**config.mk**
```make
export PLATFORM = sky130hd
export DESIGN_NAME = hdmi_packet_island
export DESIGN_NICKNAME = d
export VERILOG_FILES = /design/src/rtl/hdmi_packet_island.sv
export SDC_FILE = /design/constraint.sdc
export NUM_CORES = 2
export LEC_CHECK = 0
export BUFFER_PORTS_ARGS = -buffer_cell sky130_fd_sc_hd__buf_2
export CAP_MARGIN = 30
export CORE_UTILIZATION = 30
export CTS_BUF_LIST = sky130_fd_sc_hd__clkbuf_4 sky130_fd_sc_hd__clkbuf_8 sky130_fd_sc_hd__clkbuf_16
export CTS_CLUSTER_SIZE = 8
export DETAILED_ROUTE_END_ITERATION = 7
export HOLD_SLACK_MARGIN = 0.1
export PLACE_DENSITY = 0.41
export SLEW_MARGIN = 20
export SYNTH_ARGS = -nofsm -noshare
export SYNTH_HDL_FRONTEND = slang
export SYNTH_SLANG_ARGS = --single-unit
```
**constraint.sdc**
```tcl
create_clock -name i_pixclk -period 15.5 [get_ports i_pixclk]
set_clock_uncertainty 0.15 [all_clocks]
set_input_delay 3.1 -clock i_pixclk [delete_from_list [all_inputs] [get_ports i_pixclk]]
set_output_delay 3.1 -clock i_pixclk [all_outputs]
set_load 0.01 [all_outputs]
```
**src/rtl/hdmi_packet_island.sv**
```systemverilog
// HDMI data-island scheduler: buffers whole packets, emits up to MAX_PACKETS per hblank with BCH parity.
// Outputs registered; first island clock START_OFFSET+1 clocks after the hsync leading edge.
module hdmi_packet_island #(
    parameter int FIFO_DEPTH   = 4,
    parameter int MAX_PACKETS  = 2,
    parameter int START_OFFSET = 0,
    parameter bit HSYNC_POL    = 1'b1
) (
    input  logic                          i_pixclk,
    input  logic                          i_reset,
    input  logic                          i_hSync,
    input  logic                          i_vSync,
    input  logic                          i_blank,
    input  logic                          i_enable,
    input  logic                          i_pkt_valid,
    output logic                          o_pkt_ready,
    input  logic [23:0]                   i_pkt_header,
    input  logic [223:0]                  i_pkt_sub,
    output logic [3:0]                    o_d0,
    output logic [3:0]                    o_d1,
    output logic [3:0]                    o_d2,
    output logic                          o_data,
    output logic [$clog2(FIFO_DEPTH):0]   o_fifo_level,
    output logic [7:0]                    o_drop_count
);
    localparam int AW = $clog2(FIFO_DEPTH);
    localparam int LW = AW + 1;

    typedef enum logic [1:0] {IDLE, WAIT, SEND} state_t;

    state_t          state, nstate;
    logic [23:0]     hdr_mem [FIFO_DEPTH];
    logic [223:0]    sub_mem [FIFO_DEPTH];
    logic [AW-1:0]   wr_ptr, rd_ptr;
    logic            full, push, pop;

    logic            hs_prev, hs_lead;
    logic [7:0]      dly;
    logic [4:0]      bit_cnt, emit_cnt, budget, budget_init;
    logic            emit, first_isl, abort;

    logic [23:0]     hdr_sr, src_hdr, hdr_n;
    logic [223:0]    sub_sr, src_sub, sub_n;
    logic [7:0]      hcode, src_hcode, hcode_n;
    logic [3:0][7:0] scode, src_scode, scode_n;
    logic            hbit;
    logic [3:0]      d1_n, d2_n;

    function automatic logic [7:0] bch_step(input logic [7:0] c, input logic b);
        return {c[6:0], 1'b0} ^ ((c[7] ^ b) ? 8'hC1 : 8'h00);
    endfunction

    assign full        = (o_fifo_level == LW'(FIFO_DEPTH));
    assign o_pkt_ready = !full && !i_reset;
    assign push        = i_pkt_valid && o_pkt_ready;
    assign hs_lead     = (hs_prev != HSYNC_POL) && (i_hSync == HSYNC_POL);

    always_comb begin
        if (int'(o_fifo_level) > MAX_PACKETS)
            budget_init = 5'(MAX_PACKETS);
        else
            budget_init = 5'(o_fifo_level);
    end

    always_comb begin
        nstate    = state;
        emit      = 1'b0;
        first_isl = 1'b0;
        abort     = 1'b0;
        emit_cnt  = bit_cnt;
        case (state)
            IDLE: if (hs_lead && i_blank) nstate = WAIT;
            WAIT: begin
                if (!i_blank) begin
                    nstate = IDLE;
                end else if (dly == 8'd0) begin
                    if (i_enable && o_fifo_level != '0) begin
                        nstate    = SEND;
                        emit      = 1'b1;
                        first_isl = 1'b1;
                        emit_cnt  = 5'd0;
                    end else begin
                        nstate = IDLE;
                    end
                end
            end
            SEND: begin
                if (!i_blank) begin
                    nstate = IDLE;
                    // only a partially sent packet counts as dropped
                    abort  = (bit_cnt != 5'd0);
                end else begin
                    emit = 1'b1;
                    if (bit_cnt == 5'd31 && budget <= 5'd1) nstate = IDLE;
                end
            end
            default: nstate = IDLE;
        endcase
        pop = emit && (emit_cnt == 5'd0);
    end

    // On the pop clock the FIFO head feeds the encoder directly so bit 0 leaves without delay.
    always_comb begin
        src_hdr   = pop ? hdr_mem[rd_ptr] : hdr_sr;
        src_sub   = pop ? sub_mem[rd_ptr] : sub_sr;
        src_hcode = pop ? 8'h00 : hcode;
        src_scode = pop ? '0 : scode;
        hdr_n     = src_hdr;
        sub_n     = src_sub;
        hcode_n   = src_hcode;
        scode_n   = src_scode;
        hbit      = 1'b0;
        d1_n      = 4'd0;
        d2_n      = 4'd0;
        if (emit_cnt < 5'd24) begin
            hbit    = src_hdr[0];
            hcode_n = bch_step(src_hcode, src_hdr[0]);
            hdr_n   = {1'b0, src_hdr[23:1]};
        end else begin
            hbit    = src_hcode[7];
            hcode_n = {src_hcode[6:0], 1'b0};
        end
        for (int k = 0; k < 4; k++) begin
            if (emit_cnt < 5'd28) begin
                d1_n[k]    = src_sub[56*k];
                d2_n[k]    = src_sub[56*k+1];
                scode_n[k] = bch_step(bch_step(src_scode[k], src_sub[56*k]), src_sub[56*k+1]);
            end else begin
                d1_n[k]    = src_scode[k][7];
                d2_n[k]    = src_scode[k][6];
                scode_n[k] = {src_scode[k][5:0], 2'b00};
            end
        end
        if (emit_cnt < 5'd28) sub_n = {2'b00, src_sub[223:2]};
    end

    always_ff @(posedge i_pixclk) begin
        if (push) begin
            hdr_mem[wr_ptr] <= i_pkt_header;
            sub_mem[wr_ptr] <= i_pkt_sub;
        end
    end

    always_ff @(posedge i_pixclk or posedge i_reset) begin
        if (i_reset) begin
            state        <= IDLE;
            wr_ptr       <= '0;
            rd_ptr       <= '0;
            o_fifo_level <= '0;
            hs_prev      <= 1'b0;
            dly          <= 8'd0;
            bit_cnt      <= 5'd0;
            budget       <= 5'd0;
            hdr_sr       <= '0;
            sub_sr       <= '0;
            hcode        <= '0;
            scode        <= '0;
            o_d0         <= 4'd0;
            o_d1         <= 4'd0;
            o_d2         <= 4'd0;
            o_data       <= 1'b0;
            o_drop_count <= 8'd0;
        end else begin
            state   <= nstate;
            hs_prev <= i_hSync;
            if (push) wr_ptr <= wr_ptr + 1'b1;
            if (pop)  rd_ptr <= rd_ptr + 1'b1;
            o_fifo_level <= o_fifo_level + LW'(push) - LW'(pop);

            if (state == IDLE && nstate == WAIT)
                dly <= 8'(START_OFFSET);
            else if (state == WAIT && dly != 8'd0)
                dly <= dly - 8'd1;

            bit_cnt <= (nstate == SEND) ? emit_cnt + 5'd1 : 5'd0;
            if (first_isl)
                budget <= budget_init;
            else if (emit && emit_cnt == 5'd31)
                budget <= budget - 5'd1;

            if (emit) begin
                hdr_sr <= hdr_n;
                sub_sr <= sub_n;
                hcode  <= hcode_n;
                scode  <= scode_n;
            end

            if (abort && o_drop_count != 8'hFF)
                o_drop_count <= o_drop_count + 8'd1;

            o_data <= emit;
            o_d0   <= emit ? {~first_isl, hbit, i_vSync, i_hSync} : {2'b00, i_vSync, i_hSync};
            o_d1   <= emit ? d1_n : 4'd0;
            o_d2   <= emit ? d2_n : 4'd0;
        end
    end
endmodule
```
# After elaboration in Yosys (flattened, before gate mapping)
# Memories as Yosys holds them, arrays and structs flattened.
# Cells that the tools add are included.
[classes]
n_addsub = 8
magnitude_cmp = 4
eq_ne = 8
n_mux = 59
n_bitwise = 20
n_reduce_logical = 21
[ops]
columns = ["cell", "n"]
rows = [
  ["2-to-1 mux 224 bit", 2],
  ["2-to-1 mux 8 bit", 17],
  ["XOR 8 bit", 9],
  ["2-to-1 mux 24 bit", 2],
  ["2-to-1 mux 5 bit", 7],
  ["2-to-1 mux 32 bit", 1],
  ["2-to-1 mux 1 bit", 18],
  ["2-to-1 mux 2 bit", 6],
  ["2-to-1 mux 4 bit", 3],
  ["logical AND 1 bit", 11],
  ["== test 5 bit (second input constant)", 2],
  ["less-than comparator 5 bit (second input constant)", 2],
  ["XOR 1 bit", 9],
  ["adder 8 x 1 -> 8 bit (second input constant)", 1],
  ["logical NOT 8 bit", 1],
  ["inequality test 8 bit (second input constant)", 1],
  ["nonzero test 8 bit", 1],
  ["subtractor 8 x 1 -> 8 bit (second input constant)", 1],
  ["case mux 2 bit (3 select lines)", 1],
  ["adder 5 x 1 -> 5 bit (second input constant)", 1],
  ["less-or-equal comparator 5 x 1 -> 1 bit (second input constant)", 1],
  ["logical NOT 5 bit", 1],
  ["nonzero test 5 bit", 1],
  ["subtractor 5 x 1 -> 5 bit (second input constant)", 1],
  ["other kinds (14)", 20],
]
[word_totals]
reg_bits = 337
mem_bits_rw = 992
out_inout_bits = 25
wordCells = 142
n_memories = 2
[mem_list]
columns = ["name", "depth", "width", "rd", "rd_clocked_by_memory_dff", "wr", "line", "rtl"]
rows = [
  ["sub_mem", 4, 224, 1, 0, 1, "33", "logic [223:0] sub_mem [FIFO_DEPTH];"],
  ["hdr_mem", 4, 24, 1, 0, 1, "32", "logic [23:0] hdr_mem [FIFO_DEPTH];"],
]

# Longest topological paths before layout
[depth]
ltp_word = 16
mapped_depth = 17
ltp_nobuf = 15

# Worst setup path before layout
# No wires, ideal clock.
[synth_path]
path_kind = "input port to flip-flop"
start = "in i_reset"
end = "mem hdr_mem[1][0], enable pin"
setup_ns = 0.643
arrival_ns = 9.208
path_slack_ns = 5.500
path_stages = 2
n_path_buf = 0
cell_sequence = "a21oi_1 > and3_1"
[synth_via]
elab_chain_cells = 5
[synth_rtl]
columns = ["element", "line", "rtl"]
rows = [
  ["from (decl)", "10", "input logic i_reset,"],
  ["logical NOT 1 bit (no source line)", "--", ""],
  ["logical AND 1 bit", "54", "assign o_pkt_ready = !full && !i_reset;"],
  ["logical AND 1 bit", "55", "assign push = i_pkt_valid && o_pkt_ready;"],
  ["2-to-1 mux 1 bit", "138", "if (push) begin"],
  ["2-to-1 mux 1 bit (not written as such)", "139", "hdr_mem[wr_ptr] <= i_pkt_header;"],
  ["to (decl)", "32", ""],
]
# Every way passes these cells.

# Worst setup path in the final report
[layout_path]
start = "in i_reset"
end = "out o_pkt_ready"
[layout_via]
elab_chain_cells = 2
[layout_rtl]
columns = ["element", "line", "rtl"]
rows = [
  ["logical NOT 1 bit (no source line)", "--", ""],
  ["logical AND 1 bit", "54", ""],
  ["to (decl)", "16", "output logic o_pkt_ready,"],
]
# Every way passes these cells.

==> flow_summary.yaml <==
layout:
  flow.area_growth_from_synthesis_pct: 19.1
  number_of_nets_at_the_end_of_the_flow: 3506
  fill_cell_total_of_the_finished_layout: 16300
  final_design_area_no_fill_sq_um: 62900
  core_util_final: 0.361
  drive_above_1_share: 0.280
synthesis:
  netlist_top_cells_count: "992 x edfxtp_1, 336 x dfrtp_1, 268 x nand2_1"
  postSynthNetCount: 3175
  post_synth.cell_area_avg_sq_um: 18.2
  postSynthCellCount: 2900
  synth_edf_count: 992
  synth_top_area_cell: "edfxtp_1"
  synth.lib_cells_used.distinct: 60
  asr_flop_ratio_synth: 0.253
  yosysTopAreaCellShare: 0.564
  yosysWarnings: 0
  proportion_of_synthesized_chip_area_in_sequential_cells: 0.724
  most_common_cell_in_the_synthesized_netlist: "edfxtp_1"
  mappedNetlistArea_sq_um: 52800
  postSynthRegisterBits: 1328
  postSynth.topFlopCell: "edfxtp_1"
  netlist_top_cells_area: "edfxtp_1 56%, dfrtp_1 16%, mux4_2 11%, mux2i_1 4.2%, o221ai_1 3.7%"
floorplanning:
  rows: 153
  initial_utilization: 0.303
  num_io_pins: 280
  die_w_microns: 421
  core_area_sq_um: 174000
  dieHeight_microns: 421
  die-area_sq_um: 178000
worst_setup_path:
  crit_path_frequent_cell: "buf_2"
  worst_path_largest_cell_delay_ns: 0.33
  setup.worst_path.start_class: "input port"
  critPathRequiredTime_ns: 12.25
  cp_max_fo: 6
  path_delay_family: "buffers and inverters"
  path_cells: "buf_2 > a21oi_1 > buf_2"
  critPathSlowestCell: "a21oi_1"
  endpoint_kind: "primary output"
  timing_worst_setup_path_type: "in -> out"
  crit_arrival_ns: 3.77
  cp.buffers_inverters: 2
clocking:
  clock-root-buffer: "clkbuf_16"
  ctsLongestPathBuffers: 3
  clkSinkCount: 1328
  clock_insertion_delay_worst_skew_ns: 0.80
  cts_max_level: 4
  postCtsResizedCells: 0
  postCtsSetupBuffers: 0
  clkTransAtPathRegs_ns: 0.05
  cts_tree: "built"
  cts_buffers: 185
  cts-hold-fix-buffers: 0
sta:
  max_clock_freq_mhz: 142
  report.final.setup_viol: 0
  layout_worst_path_cycle_share: 0.453
  tns_ns: 0
  grt_setup_unrepaired: "no"
  hold_viol_final: 0
  maxSlewHeadroom: 0.286
  post-route-min-period_ns: 7.02
  transition_time_at_the_pin_with_the_least_slew_margin_ns: 1.07
  slew_violations: 0
drt:
  drt_pre_antenna_iters: 5
  route.vias.total: 28400
  drt-vias-per-instance: 4.96
  detailedRoute.firstIterationViolations: 1666
  antenna_left: 0
  wire_per_inst_microns: 23.2
  remaining_drc_errors: 0
  route.final.wire_length_microns: 133000
placed_design:
  dpl_cell_area_sq_um: 56700
  hpwlAfterDp_microns: 76000
  port-buffer-count: 279
  gp_congestion: 0.721
outcome:
  result_of_the_run: "completed"
grt:
  vias_in_the_first_global_route: 30500
  wire_length_of_the_first_global_routing_pass_microns: 201000
  grt_antenna_before_repair: 87
  global_route.usage.total: 0.151
  largest_net_degree_at_the_start_of_global_routing: 141
  grt.overflow.total: 0
hold_path:
  hold_path_class: "reg -> reg"
run:
  max_cap_viol_count: 0
pwr:
  worst_ir_drop_vdd_mv: 0.104
  post-layout-total-power_mw: 9.87
  power.static_leakage_nw: 21.4
  power_per_cell_area_nw_per_um2: 157
==> layout by cell type, fill, tap and decap left out, drive strengths merged, types with 8 or more instances in the layout <==
master  netlist  layout
buf         111     332
ha           19      19
nand2       273     273
nor3         14      14
mux4        248     248
a211o        20      20
mux2i       222     222
xor2         15      15
a21boi        8       8
nor2         42      42
clkbuf       77     331
clkinv        0       8
o221ai      221     221
and3         13      13
a21oi        57      57
xnor2        25      25
a31oi         9       9
edfxtp      992     992
a22o         21      21
nand3        36      36
dfrtp       336     336
o21ai        50      50
inv          28      31
diode         0      13
==> power breakdown <==
part	internal, mW	total, mW	switching [mW]
clock network	2.53	4.05	1.52
logic	0.634	1.50	0.866
registers	4.19	4.32	0.137
==> path summary, 6_finish.rpt <==
kind	depth (start not counted)	endpoint	start	slack [ns]
setup reg to reg	12	sub_sr[187]	dly[2]	10.46
hold reg to reg	1	hdr_sr[9]	hdr_sr[9]	0.33
hold / removal	1	hdr_sr[9]	hdr_sr[9]	0.33
setup / recovery	3	o_pkt_ready	i_reset	8.48
min in group asynchronous	2	dly[4]	i_reset	2.26
max in group asynchronous	3	sub_sr[190]	i_reset	11.49
==> through the flow <==
stage / setup WS [ns] / std cells / hold slack, ns
after global routing: 8.40 / 5718 / 0.347
after CTS: 8.47 / 5707 / 0.331
after detailed placement: 7.97 / 5364 / 0.320
after floorplan: 2.94 / 2900 / 0.297
final: 8.48 / 5725 / 0.330
after global placement: 8.03 / 5354 / 0.311
==> sequential cells by signal, indices dropped and copies added (netlist names) <==
signal        count
hcode             8
state             2
bit_cnt           5
rd_ptr            2
o_d1              4
sub_mem         896
hdr_mem          96
scode            32
budget            5
o_d2              4
o_fifo_level      3
wr_ptr            2
o_d0              4
hdr_sr           24
dly               8
o_data            1
sub_sr          224
o_drop_count      8
==> final cells by class <==
| cell class | instances | area (sq um) | area share |
|---|---|---|---|
| Sequential cell | 1328 | 38200 | 0.608 |
| Antenna cell | 13 | 32.5 | 0.000518 |
| Inverter | 28 | 125 | 0.00199 |
| Tap cell | 2325 | 2910 | 0.0463 |
| Multi-Input combinational cell | 1356 | 13500 | 0.215 |
| Clock buffer | 331 | 5770 | 0.0917 |
| Clock inverter | 12 | 241 | 0.00384 |
| Timing Repair Buffer | 332 | 2090 | 0.0332 |
==> routing by layer <==
layer,track usage,routed length (microns),vias up
li1,-,-,12500
met1,0.181,54200,14900
met2,0.261,68000,672
met3,0.0410,6970,353
met4,0.0465,3580,44
met5,0,278,-
==> kinds of logic after synthesis <==
kind of cell,share of synthesized area
buffers and inverters,0.0216
muxes,0.149
and+or+nand+nor,0.0326
AOI/OAI and AO/OA,0.0619
xor gates and xnor gates,0.00664
DFF,0.724
adders and majority gates,0.00488
No activity file was read; power rests on OpenSTA's default activity.
